## src/rtl/counter_ctrl_unit.sv

```systemverilog
// Run/stop/clear/mode button controller and tick divider for a 0-9999 counter.
// Optional per-button debounce filter enabled by defining CU_DEBOUNCE_EN.
module counter_ctrl_unit #(
  parameter int TICK_DIV        = 10_000_000,
  parameter int DEBOUNCE_CYCLES = 1_000_000
) (
  input  logic clk,
  input  logic rst,
  input  logic i_btn_run,
  input  logic i_btn_clear,
  input  logic i_btn_mode,
  output logic o_tick,
  output logic o_mode,
  output logic o_clear,
  output logic o_run
);

  localparam int DW = (TICK_DIV > 1) ? $clog2(TICK_DIV) : 1;
  localparam logic [DW-1:0] DIV_LAST = DW'(TICK_DIV - 1);

  localparam logic [1:0] S_STOP  = 2'd0;
  localparam logic [1:0] S_RUN   = 2'd1;
  localparam logic [1:0] S_CLEAR = 2'd2;

  if (TICK_DIV < 2 || DEBOUNCE_CYCLES < 1) begin : g_cfg_check
    $error("counter_ctrl_unit: TICK_DIV must be >= 2 and DEBOUNCE_CYCLES >= 1");
  end

  // Bit order everywhere: [0] run, [1] clear, [2] mode.
  logic [2:0] btn_raw;
  logic [2:0] sync1;
  logic [2:0] sync2;
  logic [2:0] level;
  logic [2:0] level_q;
  logic [2:0] armed;
  logic [2:0] press;
  logic       settled;

  assign btn_raw = {i_btn_mode, i_btn_clear, i_btn_run};

  // A button is armed only once it has been seen released after reset, so a
  // button held through reset release cannot fake a press.
  always_ff @(posedge clk) begin
    if (rst) begin
      sync1   <= '0;
      sync2   <= '0;
      level_q <= '0;
      armed   <= '0;
      settled <= 1'b0;
    end else begin
      sync1   <= btn_raw;
      sync2   <= sync1;
      level_q <= level;
      settled <= 1'b1;
      armed   <= armed | (~sync1 & ~sync2 & {3{settled}});
    end
  end

`ifdef CU_DEBOUNCE_EN
  localparam int DBW = $clog2(DEBOUNCE_CYCLES + 1);

  logic [2:0]     filt;
  logic [DBW-1:0] db_cnt [3];

  always_ff @(posedge clk) begin
    if (rst) begin
      filt <= '0;
      for (int i = 0; i < 3; i++) db_cnt[i] <= '0;
    end else begin
      for (int i = 0; i < 3; i++) begin
        if (sync2[i] == filt[i]) begin
          db_cnt[i] <= '0;
        end else if (db_cnt[i] == DBW'(DEBOUNCE_CYCLES - 1)) begin
          filt[i]   <= sync2[i];
          db_cnt[i] <= '0;
        end else begin
          db_cnt[i] <= db_cnt[i] + 1'b1;
        end
      end
    end
  end

  assign level = filt;
`else
  assign level = sync2;
`endif

  assign press = level & ~level_q & armed;

  logic [1:0]    state;
  logic [1:0]    next_state;
  logic [DW-1:0] div_cnt;
  logic          stay_run;

  always_comb begin
    next_state = state;
    case (state)
      S_STOP: begin
        if (press[0])      next_state = S_RUN;
        else if (press[1]) next_state = S_CLEAR;
      end
      S_RUN: begin
        if (press[0]) next_state = S_STOP;
      end
      S_CLEAR: next_state = S_STOP;
      default: next_state = S_STOP;
    endcase
  end

  assign stay_run = (state == S_RUN) && (next_state == S_RUN);

  // Divider only advances while RUN persists; any exit or entry restarts it at 0.
  always_ff @(posedge clk) begin
    if (rst) begin
      state   <= S_STOP;
      div_cnt <= '0;
      o_tick  <= 1'b0;
      o_mode  <= 1'b0;
      o_clear <= 1'b0;
      o_run   <= 1'b0;
    end else begin
      state   <= next_state;
      o_run   <= (next_state == S_RUN);
      o_clear <= (next_state == S_CLEAR);
      o_tick  <= stay_run && (div_cnt == DIV_LAST);
      if (press[2]) o_mode <= ~o_mode;
      if (!stay_run || div_cnt == DIV_LAST) div_cnt <= '0;
      else                                  div_cnt <= div_cnt + 1'b1;
    end
  end

endmodule

```

## config.mk

```make
export PLATFORM = sky130hd
export DESIGN_NAME = counter_ctrl_unit
export DESIGN_NICKNAME = d
export VERILOG_FILES = /design/src/rtl/counter_ctrl_unit.sv
export SDC_FILE = /design/constraint.sdc
export NUM_CORES = 1
export LEC_CHECK = 0
export CORE_MARGIN = 2
export CORE_UTILIZATION = 41
export DETAILED_ROUTE_END_ITERATION = 6
export PLACE_DENSITY = 0.55
export SYNTH_ARGS = -nofsm -noshare
export SYNTH_HDL_FRONTEND = slang
export SYNTH_SLANG_ARGS = --single-unit
export TNS_END_PERCENT = 30
```

## constraint.sdc

```tcl
create_clock -name clk -period 2.6 [get_ports clk]
set_input_delay 0.52 -clock clk [delete_from_list [all_inputs] [get_ports clk]]
set_output_delay 0.52 -clock clk [all_outputs]
set_load 0.1 [all_outputs]
```

==> impl_metrics.py, run 1 <==
metrics = {
    "final_layout": {
        "antenna_cells": 0,
        "area_growth_pct": 14.11,
        "fillers": 382,
        "final_nets": 199,
        "multi_input_area_um2": 763.2,
        "drive_gt1_frac": 0.08763,
        "regArea_um2": 860.8,
    },
    "worst_hold_path": {
        "min_path_type": "reg -> reg",
        "holdPathStages": 1,
    },
    "pwr": {
        "ir_drop_uv": 306.2,
        "sw_frac_of_total": 0.2156,
        "pwr-share-comb": 0.031,
        "intPower_uw": 902.2,
        "powerDensity_nw_per_um2": 611.2,
        "clkPwrFrac": 0.381,
        "p_leak_nw": 0.6123,
        "power_frac_seq": 0.588,
        "p_switching_uw": 248.0,
    },
    "route": {
        "ant_nets": 0,
        "drc": 0,
        "wl_per_cell_um": 11.82,
        "drt_iter0_markers": 60,
        "dr.pass1.iters": 4,
        "via_per_inst": 5.172,
        "num_vias": 1262,
        "routed_wl_um": 2883,
    },
    "flow_run": {
        "maxCapViolCount": 0,
    },
    "timing": {
        "slew_violations": 0,
        "fmax_ghz": 0.4779,
        "layout_min_cycle_time_ns": 2.093,
        "setup_tns_ns": 0,
        "slew_headroom": 0.7639,
        "fin_crit_sh": 0.8048,
        "hold_violations": 0,
        "rsz0062_at_grt": "no",
        "fin_skew_ns": 0.01031,
        "tightest_slew_ns": 0.3492,
        "setup_slack_ns": 0.5074,
        "finalSetupViolCount": 0,
    },
    "setup_path": {
        "cp_cell_sequence": "ha_1, nand4_1, or4_1, or3_1, a21oi_1",
        "startpoint_type": "flop",
        "end_kind": "flop",
        "cp_slowest_cell": "or4_1",
        "path_max_fanout": 5,
        "r2r_cells": 5,
        "cp.required_ns": 2.82,
        "crit_type": "reg -> reg",
        "worst_path_largest_cell_delay_ns": 0.64,
        "worstPathArrival_ns": 2.31,
    },
    "global_routing": {
        "first_global_vias": 1191,
        "grt_pass1_wl_um": 5050,
        "use_met3": 0.03500,
        "grt-busiest-layer": "met2",
        "use_met2": 0.2327,
        "antenna_found_initial": 0,
        "grt_max_degree": 25,
        "grt_use_total": 0.1495,
        "groute.layer.met1.usage": 0.1880,
        "grt_overflow_total": 0,
    },
    "placement": {
        "dpl_worst_slack_ns": 0.5363,
        "place_congestion": 0.7886,
        "hpwl_um": 2113,
        "io_buffers": 8,
    },
    "synth": {
        "avgSynthCellArea_um2": 9.162,
        "synth_edf_count": 0,
        "ys.flop_type": "dfxtp_1",
        "synth.distinct_cells": 26,
        "yosys_warnings": 0,
        "synth-seq-cells": 43,
        "netlist_instances": 180,
        "synth_top_area_share": 0.5220,
        "yosysTopAreaCell": "dfxtp_1",
        "synth_common_cells": "43 x dfxtp_1, 25 x nor2_1, 14 x nand2_1, 10 x a21oi_1, 9 x nor2b_1",
        "synth_nets": 186,
        "ys_top_cells_by_area": "dfxtp_1 52%, nor2_1 5.7%, xnor2_1 4.2%, xor2_1 4.2%, nor2b_1 3.4%",
        "synthArstFlopShare": 0,
        "synthMostInstantiatedCell": "dfxtp_1",
        "ys_seq_area_frac": 0.5220,
        "synth_area_um2": 1649,
    },
    "cts": {
        "cts_setup_buffers": 0,
        "cts_resized": 0,
        "cts.htree.levels": 2,
        "cts-root-buf": "clkbuf_8",
        "clkSinkCount": 43,
        "cts_buffers": 5,
        "cts_hold_buffers": 0,
        "insertion_delay_ns": 0.29,
        "clk_pin_slew_ns": 0.08,
        "clock_path_buffers": 2,
        "tritoncts": "yes",
    },
    "run_status": {
        "outcome": "finished clean",
    },
    "floorplan": {
        "start_util": 0.4183,
        "die_y_um": 67.42,
        "die_x_um": 67.42,
        "io_pins": 9,
        "fp-row-count": 23,
        "fp.coreArea_um2": 3943,
        "dieArea_um2": 4545,
    },
}
==> cells by family after synthesis <==
group	count (synthesis)	synth area share
AO/OA/AOI/OAI	19	0.05918
flip-flops	43	0.5220
adder cells (fa/ha/maj)	1	0.007586
AND/OR/NAND/NOR	94	0.3081
XOR/XNOR	16	0.08498
buffers and inverters	7	0.01820
==> power by group through the flow <==
stage | Sequential [mW] | Clock, mW | Combinational [mW]
after floorplan | 0.697 | 0 | 0.0162
after global placement | 0.692 | 0 | 0.0350
after detailed placement | 0.692 | 0 | 0.0360
after CTS | 0.677 | 0.457 | 0.0362
after global routing | 0.678 | 0.484 | 0.0394
final | 0.677 | 0.438 | 0.0356
==> worst paths after layout <==
kind,startpoint,to,slack [ns]
setup / recovery,div_cnt[0]$_SDFF_PP0_,div_cnt[20]$_SDFF_PP0_,0.51
hold reg to reg,level_q[1]$_SDFF_PP0_,o_clear$_SDFF_PP0_,0.42
setup reg to reg,div_cnt[0]$_SDFF_PP0_,div_cnt[20]$_SDFF_PP0_,0.51
hold / removal,level_q[1]$_SDFF_PP0_,o_clear$_SDFF_PP0_,0.42
==> cell usage in the layout, fill, tap and decap left out <==
cell type,count
dfxtp_1,43
nor2_1,25
nand2_1,14
a21oi_1,10
nor2b_1,9
xor2_1,8
o21ai_0,8
or3_1,8
xnor2_1,8
nor4_1,6
nand3_1,6
nor3_1,6
nand4_1,6
clkbuf_8,6
buf_4,6
and3_1,4
clkdlybuf4s50_1,4
inv_1,3
or4_1,3
nor4b_1,2
and4_1,1
nand3b_1,1
o31ai_2,1
nor3b_1,1
nand4_4,1
nand3_2,1
ha_1,1
clkinv_4,1
clkinvlp_4,1
==> stage by stage <==
| stage | util | std cells | hold slack (ns) | total power [mW] | cell area [um^2] |
|---|---|---|---|---|---|
| 3_5_place_dp | 0.4522 | 236 | 0.4159 | 0.7283 | 1783 |
| 4_1_cts | 0.4773 | 244 | 0.4283 | 1.170 | 1882 |
| 2_1_floorplan | - | 180 | 0.3986 | 0.7136 | 1649 |
| 5_1_grt | 0.4773 | 244 | 0.4331 | 1.202 | 1882 |
| 6_report | 0.4773 | 244 | 0.4213 | 1.150 | 1882 |
| 3_3_place_gp | 0.4522 | 236 | 0.4054 | 0.7266 | 1783 |
==> registers in the layout (all words and copies together), names as in the netlist <==
| signal | count |
|---|---|
| armed | 3 |
| level_q | 3 |
| settled | 1 |
| level | 3 |
| o_tick | 1 |
| o_run | 1 |
| o_clear | 1 |
| div_cnt | 24 |
| sync1 | 3 |
| state | 2 |
| o_mode | 1 |
==> routing by layer <==
metal,up-vias,wire (um)
li1,653,-
met1,585,1424
met2,18,1315
met3,6,86
met4,0,57
met5,-,0
==> cell type report <==
class,count,share of cell area
Timing Repair Buffer,10,0.04521
Multi-Input combinational cell,130,0.4056
Clock inverter,2,0.008644
Inverter,3,0.005984
Sequential cell,43,0.4574
Clock buffer,6,0.04388
Tap cell,50,0.03324
==> critical path, delay by kind of cell (launching register included) <==
| kind | cells | cell delay (ns) |
|---|---|---|
| flip-flops | 1 | 0.41 |
| AND/OR/NAND/NOR | 3 | 1.20 |
| AO/OA/AOI/OAI | 1 | 0.16 |
| adder cells (fa/ha/maj) | 1 | 0.26 |
Power figures use the tool's default switching activity.
==> inputs of run 2 (changes only) <==
Settings changed: PLACE_DENSITY 0.55 to 0.57.
Clock period 2.6 ns to 1.7 ns, I/O delays scaled along.
==> impl_metrics.py, run 2 (same netlist as run 1, synthesis figures left out) <==
metrics = {
    "route": {
        "wl_per_cell_um": 12.11,
        "ant_nets": 0,
        "drc": 0,
        "drt_iter0_markers": 125,
        "dr.pass1.iters": 4,
        "num_vias": 1376,
        "via_per_inst": 5.059,
        "routed_wl_um": 3293,
    },
    "final_layout": {
        "mostFrequentLayoutCells": "34 x dfxtp_1, 29 x buf_4, 25 x nor2_1, 13 x nand2_1",
        "fillers": 350,
        "final_common_cell": "dfxtp_1",
        "area_growth_pct": 34.07,
        "final_nets": 227,
        "regArea_um2": 872.1,
        "largest_register": "div_cnt",
        "antenna_cells": 0,
        "largest_register_ffs": 24,
        "multi_input_area_um2": 815.8,
        "drive_gt1_frac": 0.2793,
        "layoutNonFillerInstCount": 272,
        "fin_area_um2": 2211,
    },
    "cts": {
        "clkSinkCount": 43,
        "cts_hold_buffers": 0,
        "cts_buffers": 5,
        "clock_path_buffers": 2,
        "tritoncts": "yes",
        "clk_pin_slew_ns": 0.08,
        "insertion_delay_ns": 0.29,
        "cts.htree.levels": 2,
        "cts-root-buf": "clkbuf_8",
    },
    "floorplan": {
        "start_util": 0.4183,
        "fp-row-count": 23,
        "die_y_um": 67.42,
        "die_x_um": 67.42,
        "fp.coreArea_um2": 3943,
        "dieArea_um2": 4545,
        "io_pins": 9,
    },
    "global_routing": {
        "grt_overflow_total": 0,
        "first_global_vias": 1296,
        "grt_use_total": 0.1666,
        "antenna_found_initial": 0,
        "grt_max_degree": 17,
        "grt_pass1_wl_um": 5630,
    },
    "placement": {
        "placed_cell_area_um2": 2017,
        "dp_cells": 259,
        "place_congestion": 0.8622,
        "hpwl_um": 2372,
        "io_buffers": 8,
    },
    "timing": {
        "slew_violations": 0,
        "fin_skew_ns": 0.004676,
        "fin_crit_sh": 1.012,
        "setup_tns_ns": -0.02124,
        "setup_slack_ns": -0.02124,
        "tightest_slew_ns": 0.3688,
        "rsz0062_at_grt": "yes",
        "slew_headroom": 0.7519,
        "fmax_ghz": 0.5810,
        "hold_violations": 0,
        "layout_min_cycle_time_ns": 1.721,
        "finalSetupViolCount": 1,
    },
    "run_status": {
        "violations": "negative setup slack",
        "outcome": "finished with violations",
    },
    "worst_hold_path": {
        "holdPathStages": 1,
        "min_from": "level_q[1]$_SDFF_PP0_",
        "min_delay_worst_endpoint": "state[1]$_SDFF_PP0_",
        "min_path_type": "reg -> reg",
    },
    "setup_path": {
        "startpoint_type": "flop",
        "cp.required_ns": 1.93,
        "timing.critical_path.max_delay_family": "simple AND/OR/NAND/NOR gates",
        "worst_path_largest_cell_delay_ns": 0.43,
        "cp_cell_sequence": "ha_4, nand4_1, buf_4, or4_4, or3_4, a21oi_2",
        "reg2reg_slack_ns": -0.02,
        "path_max_fanout": 3,
        "r2r_start": "div_cnt[0]$_SDFF_PP0_",
        "r2r_cells": 6,
        "cp_slowest_cell": "or4_4",
        "rr_endpoint": "div_cnt[22]$_SDFF_PP0_",
        "crit_type": "reg -> reg",
        "end_kind": "flop",
        "path_buf_inv": 1,
        "worstPathArrival_ns": 1.95,
    },
    "pwr": {
        "p_leak_nw": 0.7801,
        "powerDensity_nw_per_um2": 809.6,
        "ir_drop_uv": 458.2,
    },
    "flow_run": {
        "maxCapViolCount": 0,
    },
}
-- run 2: cell count changes in the layout (fill, tap and decap cells not counted), sizes merged --
cell / delta
buf: +28
clkinvlp: -1
clkinv: -1
clkbuf: +2
-- run 2: power by group --
group	leakage, nW	internal [mW]	switching, mW	total, mW
clock	0.0515	0.371	0.321	0.692
sequential	0.354	1.02	0.0112	1.04
combinational	0.375	0.0308	0.0316	0.0625
-- run 2: cell type report --
class	count	share of cell area
Clock buffer	8	0.04527
Multi-Input combinational cell	130	0.3690
Tap cell	50	0.02830
Inverter	3	0.005093
Timing Repair Buffer	38	0.1579
Sequential cell	43	0.3945
-- run 2: metrics by stage --
stage | power (mW) | util | hold slack, ns | setup WS, ns
6_report | 1.790 | 0.5608 | 0.4347 | -0.02124
5_1_grt | 1.868 | 0.5608 | 0.4523 | -0.1083
4_1_cts | 1.809 | 0.5516 | 0.4428 | -0.01932
3_5_place_dp | 1.121 | 0.5116 | 0.4310 | -0.05934
3_3_place_gp | 1.118 | 0.5116 | 0.4216 | -0.02036
2_1_floorplan | 1.092 | - | 0.3986 | -0.04758
-- run 2: what timing repair did --
item                                    CTS  global route
gates resized for setup                   7            10
endpoints found under the setup margin   14            24
setup buffers                             5             0
pin swaps                                 6             1
-- run 2: worst max-delay path by stage --
stage,cells after the start,slack (ns),end,from
floorplan,5,-0.05,div_cnt[17]$_SDFF_PP0_,div_cnt[5]$_SDFF_PP0_
global placement,5,-0.02,div_cnt[20]$_SDFF_PP0_,div_cnt[0]$_SDFF_PP0_
detailed placement,5,-0.06,div_cnt[20]$_SDFF_PP0_,div_cnt[0]$_SDFF_PP0_
CTS,5,-0.02,div_cnt[20]$_SDFF_PP0_,div_cnt[0]$_SDFF_PP0_
global route,6,-0.11,div_cnt[22]$_SDFF_PP0_,div_cnt[0]$_SDFF_PP0_
finish,6,-0.02,div_cnt[22]$_SDFF_PP0_,div_cnt[0]$_SDFF_PP0_
-- run 2: routing by layer --
metal / wire (um) / vias up / GRT usage
li1: - / 705 / -
met1: 1509 / 637 / 0.2031
met2: 1629 / 26 / 0.2797
met3: 104 / 8 / 0.04333
met4: 49 / 0 / 0.06633
met5: 0 / - / 0
==> inputs of run 3 (changes only) <==
Settings changed: CAP_MARGIN set to 10.
==> results of run 3 <==
Final layout, timing and power as in run 2 (identical DEF).
